[config.mk]
export PLATFORM = sky130hd
export DESIGN_NAME = cpu_run_monitor
export DESIGN_NICKNAME = d
export VERILOG_FILES = /design/src/rtl/cpu_mon_pkg.sv /design/src/rtl/cpu_halt_detect.sv /design/src/rtl/cpu_run_monitor.sv
export SDC_FILE = /design/constraint.sdc
export NUM_CORES = 2
export LEC_CHECK = 0
export BUFFER_PORTS_ARGS = -buffer_cell sky130_fd_sc_hd__buf_4
export CORE_MARGIN = 1
export CORE_UTILIZATION = 40
export DETAILED_ROUTE_END_ITERATION = 6
export PLACE_DENSITY_LB_ADDON = 0.1
export SYNTH_ARGS = -nofsm -noshare
export SYNTH_HDL_FRONTEND = slang
export SYNTH_SLANG_ARGS = --single-unit
[constraint.sdc]
create_clock -name clk -period 5.75 [get_ports clk]
set_clock_uncertainty 0.05 [all_clocks]
set_input_delay 1.15 -clock clk [delete_from_list [all_inputs] [get_ports clk]]
set_output_delay 1.15 -clock clk [all_outputs]
set_load 0.005 [all_outputs]
[src/rtl/cpu_mon_pkg.sv]
// Shared types for the CPU run monitor: FSM state enum, register-index width
// and the expectation-table entry layout.
package cpu_mon_pkg;

  localparam int unsigned REG_W        = 5;
  localparam int unsigned NREGS        = 1 << REG_W;
  // Entries store data zero-extended to this width, so DATA_W must not exceed it.
  localparam int unsigned EXP_DATA_MAX = 64;

  typedef enum logic [1:0] {
    StIdle,
    StRun,
    StCheck,
    StDone
  } state_e;

  typedef struct packed {
    logic                    valid;
    logic [REG_W-1:0]        reg_idx;
    logic [EXP_DATA_MAX-1:0] data;
  } exp_entry_t;

endpackage

[src/rtl/cpu_halt_detect.sv]
// Halt detector: pulses halt when pc has matched its previous-cycle value for
// HALT_CYCLES consecutive enabled cycles.
module cpu_halt_detect #(
  parameter int unsigned PC_W        = 32,
  parameter int unsigned HALT_CYCLES = 4
) (
  input  logic            clk,
  input  logic            reset,
  input  logic            en,
  input  logic [PC_W-1:0] pc,
  output logic            halt
);

  localparam int unsigned CNT_W = $clog2(HALT_CYCLES + 1);
  localparam logic [CNT_W-1:0] LAST = CNT_W'(HALT_CYCLES - 1);

  logic [PC_W-1:0]  prev_pc_q;
  logic [CNT_W-1:0] same_cnt_q;
  logic             same;

  assign same = (pc == prev_pc_q);
  assign halt = en && same && (same_cnt_q == LAST);

  // prev_pc tracks every cycle so the first enabled cycle compares against the start cycle.
  always_ff @(posedge clk) begin
    if (reset) begin
      prev_pc_q  <= '0;
      same_cnt_q <= '0;
    end else begin
      prev_pc_q <= pc;
      if (!en || !same) begin
        same_cnt_q <= '0;
      end else if (same_cnt_q != LAST) begin
        same_cnt_q <= same_cnt_q + CNT_W'(1);
      end
    end
  end

endmodule

[src/rtl/cpu_run_monitor.sv]
// Snoops a CPU register-file write port during a run, detects halt or timeout,
// then checks the shadow registers against a loaded expectation table.
// Optional trace output is enabled with the CPU_RUN_MONITOR_TRACE_EN macro.
module cpu_run_monitor
  import cpu_mon_pkg::*;
#(
  parameter int unsigned DATA_W      = 32,
  parameter int unsigned PC_W        = 32,
  parameter int unsigned NCHK        = 8,
  parameter int unsigned HALT_CYCLES = 4,
  parameter int unsigned MAX_CYCLES  = 4096,
  localparam int unsigned IDX_W      = (NCHK > 1) ? $clog2(NCHK) : 1,
  localparam int unsigned FC_W       = $clog2(NCHK + 1),
  localparam int unsigned CC_W       = $clog2(MAX_CYCLES + 1)
) (
  input  logic              clk,
  input  logic              reset,
  input  logic [PC_W-1:0]   pc,
  input  logic              rf_we,
  input  logic [REG_W-1:0]  rf_waddr,
  input  logic [DATA_W-1:0] rf_wdata,
  input  logic              exp_we,
  input  logic [IDX_W-1:0]  exp_idx,
  input  logic [REG_W-1:0]  exp_reg,
  input  logic [DATA_W-1:0] exp_data,
  input  logic              start,
  output logic              busy,
  output logic              done,
  output logic              pass,
  output logic              timeout,
  output logic [FC_W-1:0]   fail_count,
  output logic [IDX_W-1:0]  first_fail_idx,
  output logic [CC_W-1:0]   cycle_count
);

  state_e            state_q;
  logic [DATA_W-1:0] shadow_q [NREGS];
  exp_entry_t        table_q  [NCHK];
  logic [IDX_W-1:0]  chk_idx_q;
  logic              halt;
  exp_entry_t        cur;
  logic              entry_fail;
  logic              last_entry;

  cpu_halt_detect #(
    .PC_W        (PC_W),
    .HALT_CYCLES (HALT_CYCLES)
  ) u_halt (
    .clk   (clk),
    .reset (reset),
    .en    (state_q == StRun),
    .pc    (pc),
    .halt  (halt)
  );

  always_comb begin
    cur        = table_q[chk_idx_q];
    entry_fail = cur.valid && (cur.data != EXP_DATA_MAX'(shadow_q[cur.reg_idx]));
    last_entry = (chk_idx_q == IDX_W'(NCHK - 1));
  end

  always_ff @(posedge clk) begin
    if (reset) begin
      state_q        <= StIdle;
      busy           <= 1'b0;
      done           <= 1'b0;
      pass           <= 1'b0;
      timeout        <= 1'b0;
      fail_count     <= '0;
      first_fail_idx <= '0;
      cycle_count    <= '0;
      chk_idx_q      <= '0;
      for (int i = 0; i < NREGS; i++) shadow_q[i] <= '0;
      for (int i = 0; i < NCHK; i++) table_q[i] <= '0;
    end else begin
      unique case (state_q)
        StIdle, StDone: begin
          if (exp_we && (32'(exp_idx) < NCHK)) begin
            table_q[exp_idx].valid   <= 1'b1;
            table_q[exp_idx].reg_idx <= exp_reg;
            table_q[exp_idx].data    <= EXP_DATA_MAX'(exp_data);
          end
          if (start) begin
            state_q        <= StRun;
            busy           <= 1'b1;
            done           <= 1'b0;
            pass           <= 1'b0;
            timeout        <= 1'b0;
            fail_count     <= '0;
            first_fail_idx <= '0;
            cycle_count    <= '0;
            chk_idx_q      <= '0;
            for (int i = 0; i < NREGS; i++) shadow_q[i] <= '0;
          end
        end
        StRun: begin
          // r0 is hardwired to zero, so writes to it are dropped.
          if (rf_we && (rf_waddr != '0)) shadow_q[rf_waddr] <= rf_wdata;
          if (cycle_count != CC_W'(MAX_CYCLES)) cycle_count <= cycle_count + CC_W'(1);
          if (halt) begin
            state_q <= StCheck;
          end else if (cycle_count == CC_W'(MAX_CYCLES - 1)) begin
            timeout <= 1'b1;
            state_q <= StCheck;
          end
        end
        StCheck: begin
          if (entry_fail) begin
            fail_count <= fail_count + FC_W'(1);
            if (fail_count == '0) first_fail_idx <= chk_idx_q;
          end
          if (last_entry) begin
            state_q <= StDone;
            busy    <= 1'b0;
            done    <= 1'b1;
            pass    <= !timeout && (fail_count == '0) && !entry_fail;
          end else begin
            chk_idx_q <= chk_idx_q + IDX_W'(1);
          end
        end
        default: state_q <= StIdle;
      endcase
    end
  end

`ifdef CPU_RUN_MONITOR_TRACE_EN
  always @(posedge clk) begin
    if (!reset && (state_q == StRun) && rf_we && (rf_waddr != '0)) begin
      $display("[cpu_run_monitor] cycle=%0d pc=%h r%0d <= %h",
               cycle_count, pc, rf_waddr, rf_wdata);
    end
    if (!reset && (state_q == StCheck) && last_entry) begin
      $display("[cpu_run_monitor] done cycles=%0d timeout=%0b fail_count=%0d",
               cycle_count, timeout, fail_count + FC_W'(entry_fail));
    end
  end
`else
  // Trace disabled: the monitor produces no simulation output.
`endif

endmodule
==> summary.txt <==
Status
  – Status: finished clean

Drt
  – Drc violations: 0
  – DRT iter0 DRCs: approximately 4000
  – DR WL/cell: 28.8 um
  – Detailed Route WL: 214 mm
  – Via count: 40900
  – Drt pass-1 iters: 6
  – Via density: 5.50
  – ANT nets after route: 0

Pwr
  – Power per cell area: between 300 and 400 nW/um^2
  – Static Leak: 27.7 nW
  – Int Pwr: 20.5 mW
  – Reg power frac: a little under half
  – Combinational Power Share: 20.7%
  – Post-route total power: 29.3 mW
  – Net Sw Frac: 30.2%
  – Worst ir drop on vdd: 0.298 mV
  – Clk pwr share: 33.8%
  – NetSw: 8.87 mW

Die
  – Die Wd: 404 um
  – # IOs: 138
  – Starting density of the core: 40.5%
  – Area of the core: 159000 sq um
  – Height of the die: just over 400 um
  – Core Rows: between 100 and 150
  – Total die area: 163000 sq um

Clock network
  – TritonCTS Sinks: 1395
  – H-tree levels: 4
  – Clock Path Buffers: 3
  – Clock buffer count from CTS: 158
  – CTS tree: built
  – Clk root buf: clkbuf_16
  – Clock slew at reported path FFs: 60 ps
  – Clock latency on the worst-skew pair: 790 ps

Timing
  – Fmax: 175 MHz
  – Fin. max-slew vios: 0
  – Post-layout min period: 5710 ps
  – Final setup fails: 0
  – Hold Vio Cnt, Final: 0
  – Rel. slew slack: 12.3%
  – Worst-margin pin slew: 1280 ps
  – Fin crit share: between 90% and 100%
  – Setup TNS Final: 0 ps
  – Final WS setup: roughly 38 ps

Synthesis
  – Post-synth ARST share: 0%
  – Seq/Total Area, Yosys: 63.8%
  – Mapped Cells: 5031
  – Post-synth top area share: 61.5%
  – Cell area after synthesis: roughly 64000 sq um
  – EDFF count, synth: 1320
  – Avg Inst Size Synth: approximately 13 sq um
  – Yosys cell types: 79
  – Most used DFF post-synth: edfxtp_1
  – Syn. warnings: 0
  – Top cells by area, synth: edfxtp_1, and2_1, mux2i_1, nand2_1, mux4_2
  – Top cell type by total area after synthesis: edfxtp_1
  – Synthesized flop and latch total: about 1400

Global route
  – Largest net degree at the start of global routing: 65
  – Initial antenna violation count: 14
  – First-pass GRT wire length: 303 mm
  – GR Util All Layers: 26.0%
  – Grt total ovfl: 0
  – Number of global-route vias before repair: 40300

Worst setup path
  – CP required: 6420 ps
  – WS Path Type: reg2reg
  – R2R cell count: 16
  – CP Max Fanout: 28
  – Reg2reg end: pass$_SDFFE_PP0P_
  – Crit. End Element: flop
  – WP data arrival: 6380 ps
  – Crit path to: pass$_SDFFE_PP0P_
  – R2r setup slk: 40 ps
  – Critical path launch point type: flop

Layout
  – Commonest non-fill, non-tap cells in the layout: edfxtp_1, and2_1, nand2_1, buf_4, mux2i_1
  – Most common cell after layout, fill and taps aside: edfxtp_1
  – Fin util: 46.5%
  – Area Growth Syn to Fin: 14.8%
  – Layout cell share with drive strength beyond 1: 14.8%
  – Final net count: 5294

Min path
  – Worst min path class: reg2reg
  – Hold path cells: 1

Placed design
  – Number of port buffers: 137
  – DPL Wire Length: between 100 and 150 mm
  – Final Wtd Congestion: 0.840
  – Pre-CTS setup slack: -124 ps

Job
  – Max cap viols: 0
logic make-up (layout without fill, tap and decap cells):
logic type               count (synthesis)  count (layout)  synth area share (%)
other                                    1              36               0.00582
adder cells (fa/ha/maj)                 11              11                 0.213
flip-flops                            1395            1395                  63.8
AND/OR/NAND/NOR                       2332            2332                  19.8
multiplexers                           391             392                  7.66
buffers and inverters                  438             661                  3.23
AO/OA/AOI/OAI                          395             395                  4.32
XOR/XNOR                                68              68                 0.924
synth_stat cells (8+ instances only):
cell type / n
nand2b_1: 8
buf_2: 68
clkbuf_1: 288
nand4_1: 56
a21oi_1: 75
buf_4: 23
buf_6: 36
nor3_1: 17
mux2i_1: 293
xnor2_1: 45
o22ai_1: 32
nand3_1: 191
a21o_1: 11
a22oi_1: 13
a32o_1: 11
inv_1: 15
o211ai_1: 12
a32oi_1: 14
nor2_1: 102
nor2b_1: 37
mux4_2: 79
edfxtp_1: 1320
o2111ai_1: 9
and3_1: 37
dfxtp_1: 75
mux2_1: 8
mux2_2: 10
ha_1: 11
o21ai_0: 66
nand2_1: 532
xor2_1: 23
o221ai_1: 66
and2_1: 1292
a31oi_1: 33
nand3b_1: 8
nor4_1: 21
through the flow:
step / instance area [sq um] / std cells / hold slack, ps
floorplan: 64600 / 5062 / 371
global placement: 68900 / 7145 / 384
detailed placement: 68900 / 7145 / 391
CTS: 73900 / 7422 / 405
global route: 74000 / 7432 / 415
finish: 74000 / 7436 / 406
what timing repair did:
| action | in CTS | in global routing |
|---|---|---|
| endpoints found under the setup margin | 6 | 6 |
| setup buffers | 0 | 9 |
| hold buffers | 0 | 0 |
| pin swaps | 0 | 0 |
| gates resized for setup | 2 | 10 |
| cloned | 0 | 1 |
power groups by stage:
stage               logic (mW)  registers, mW  clock network, mW
finish                    6.07           13.3               9.93
global route              6.36           13.5               10.4
CTS                       6.02           13.3               10.1
detailed placement        6.00           13.5                  0
global placement          6.00           13.5                  0
floorplan                 3.21           13.5                  0
layer usage:
metal | part of all wire (%) | GRT usage [%] | wire length, um | vias to the layer above
li1 | - | - | - | 18200
met2 | 47 | 42.7 | 101000 | 1375
met5 | 0.033 | 0 | 71 | -
met4 | 2.3 | 6.38 | 5020 | 12
met3 | 7.2 | 4.64 | 15500 | 310
met1 | 43 | 35.5 | 92200 | 20900
worst max-delay path, cell delays in order, from the launching register on:
cell and delay, ps:
dfxtp_4 480, mux2_1 620, mux4_4 720, buf_12 190
buf_12 200, buf_4 230, a31oi_1 290, o221ai_1 360
nor4_1 320, xor2_1 450, nand3_1 240, nor3_1 200
buf_4 150, a31oi_2 200, buf_12 250, or4_1 460
a21oi_1 150
layout make-up:
type | count | area, sq um
Clock buffer | 215 | 4370
Clock inverter | 62 | 601
Sequential cell | 1395 | 41100
Tap cell | 2146 | 2690
Antenna cell | 4 | 10.0
Fill cell | 14400 | 85300
Inverter | 16 | 60.1
Multi-Input combinational cell | 3230 | 22100
Timing Repair Buffer | 368 | 3070
flip-flops by register name, indices dropped and copies added (netlist names), named ones only:
register,cells
busy,1
chk_idx_q,3
cycle_count,13
done,1
fail_count,4
first_fail_idx,3
pass,1
shadow_q,1024
state_q,2
table_q,304
timeout,1
u_halt.prev_pc_q,32
u_halt.same_cnt_q,3
worst min-delay path by stage:
stage	start	endpoint	slack, ps
finish	table_q[7][37]$_SDFFE_PP1P_	table_q[7][37]$_SDFFE_PP1P_	410
global route	table_q[1][37]$_SDFFE_PP1P_	table_q[1][37]$_SDFFE_PP1P_	420
CTS	table_q[1][37]$_SDFFE_PP1P_	table_q[1][37]$_SDFFE_PP1P_	410
detailed placement	table_q[1][37]$_SDFFE_PP1P_	table_q[1][37]$_SDFFE_PP1P_	390
global placement	table_q[7][37]$_SDFFE_PP1P_	table_q[7][37]$_SDFFE_PP1P_	380
floorplan	table_q[6][37]$_SDFFE_PP1P_	table_q[6][37]$_SDFFE_PP1P_	370
Note: power is estimated with default switching activity, not from simulation.
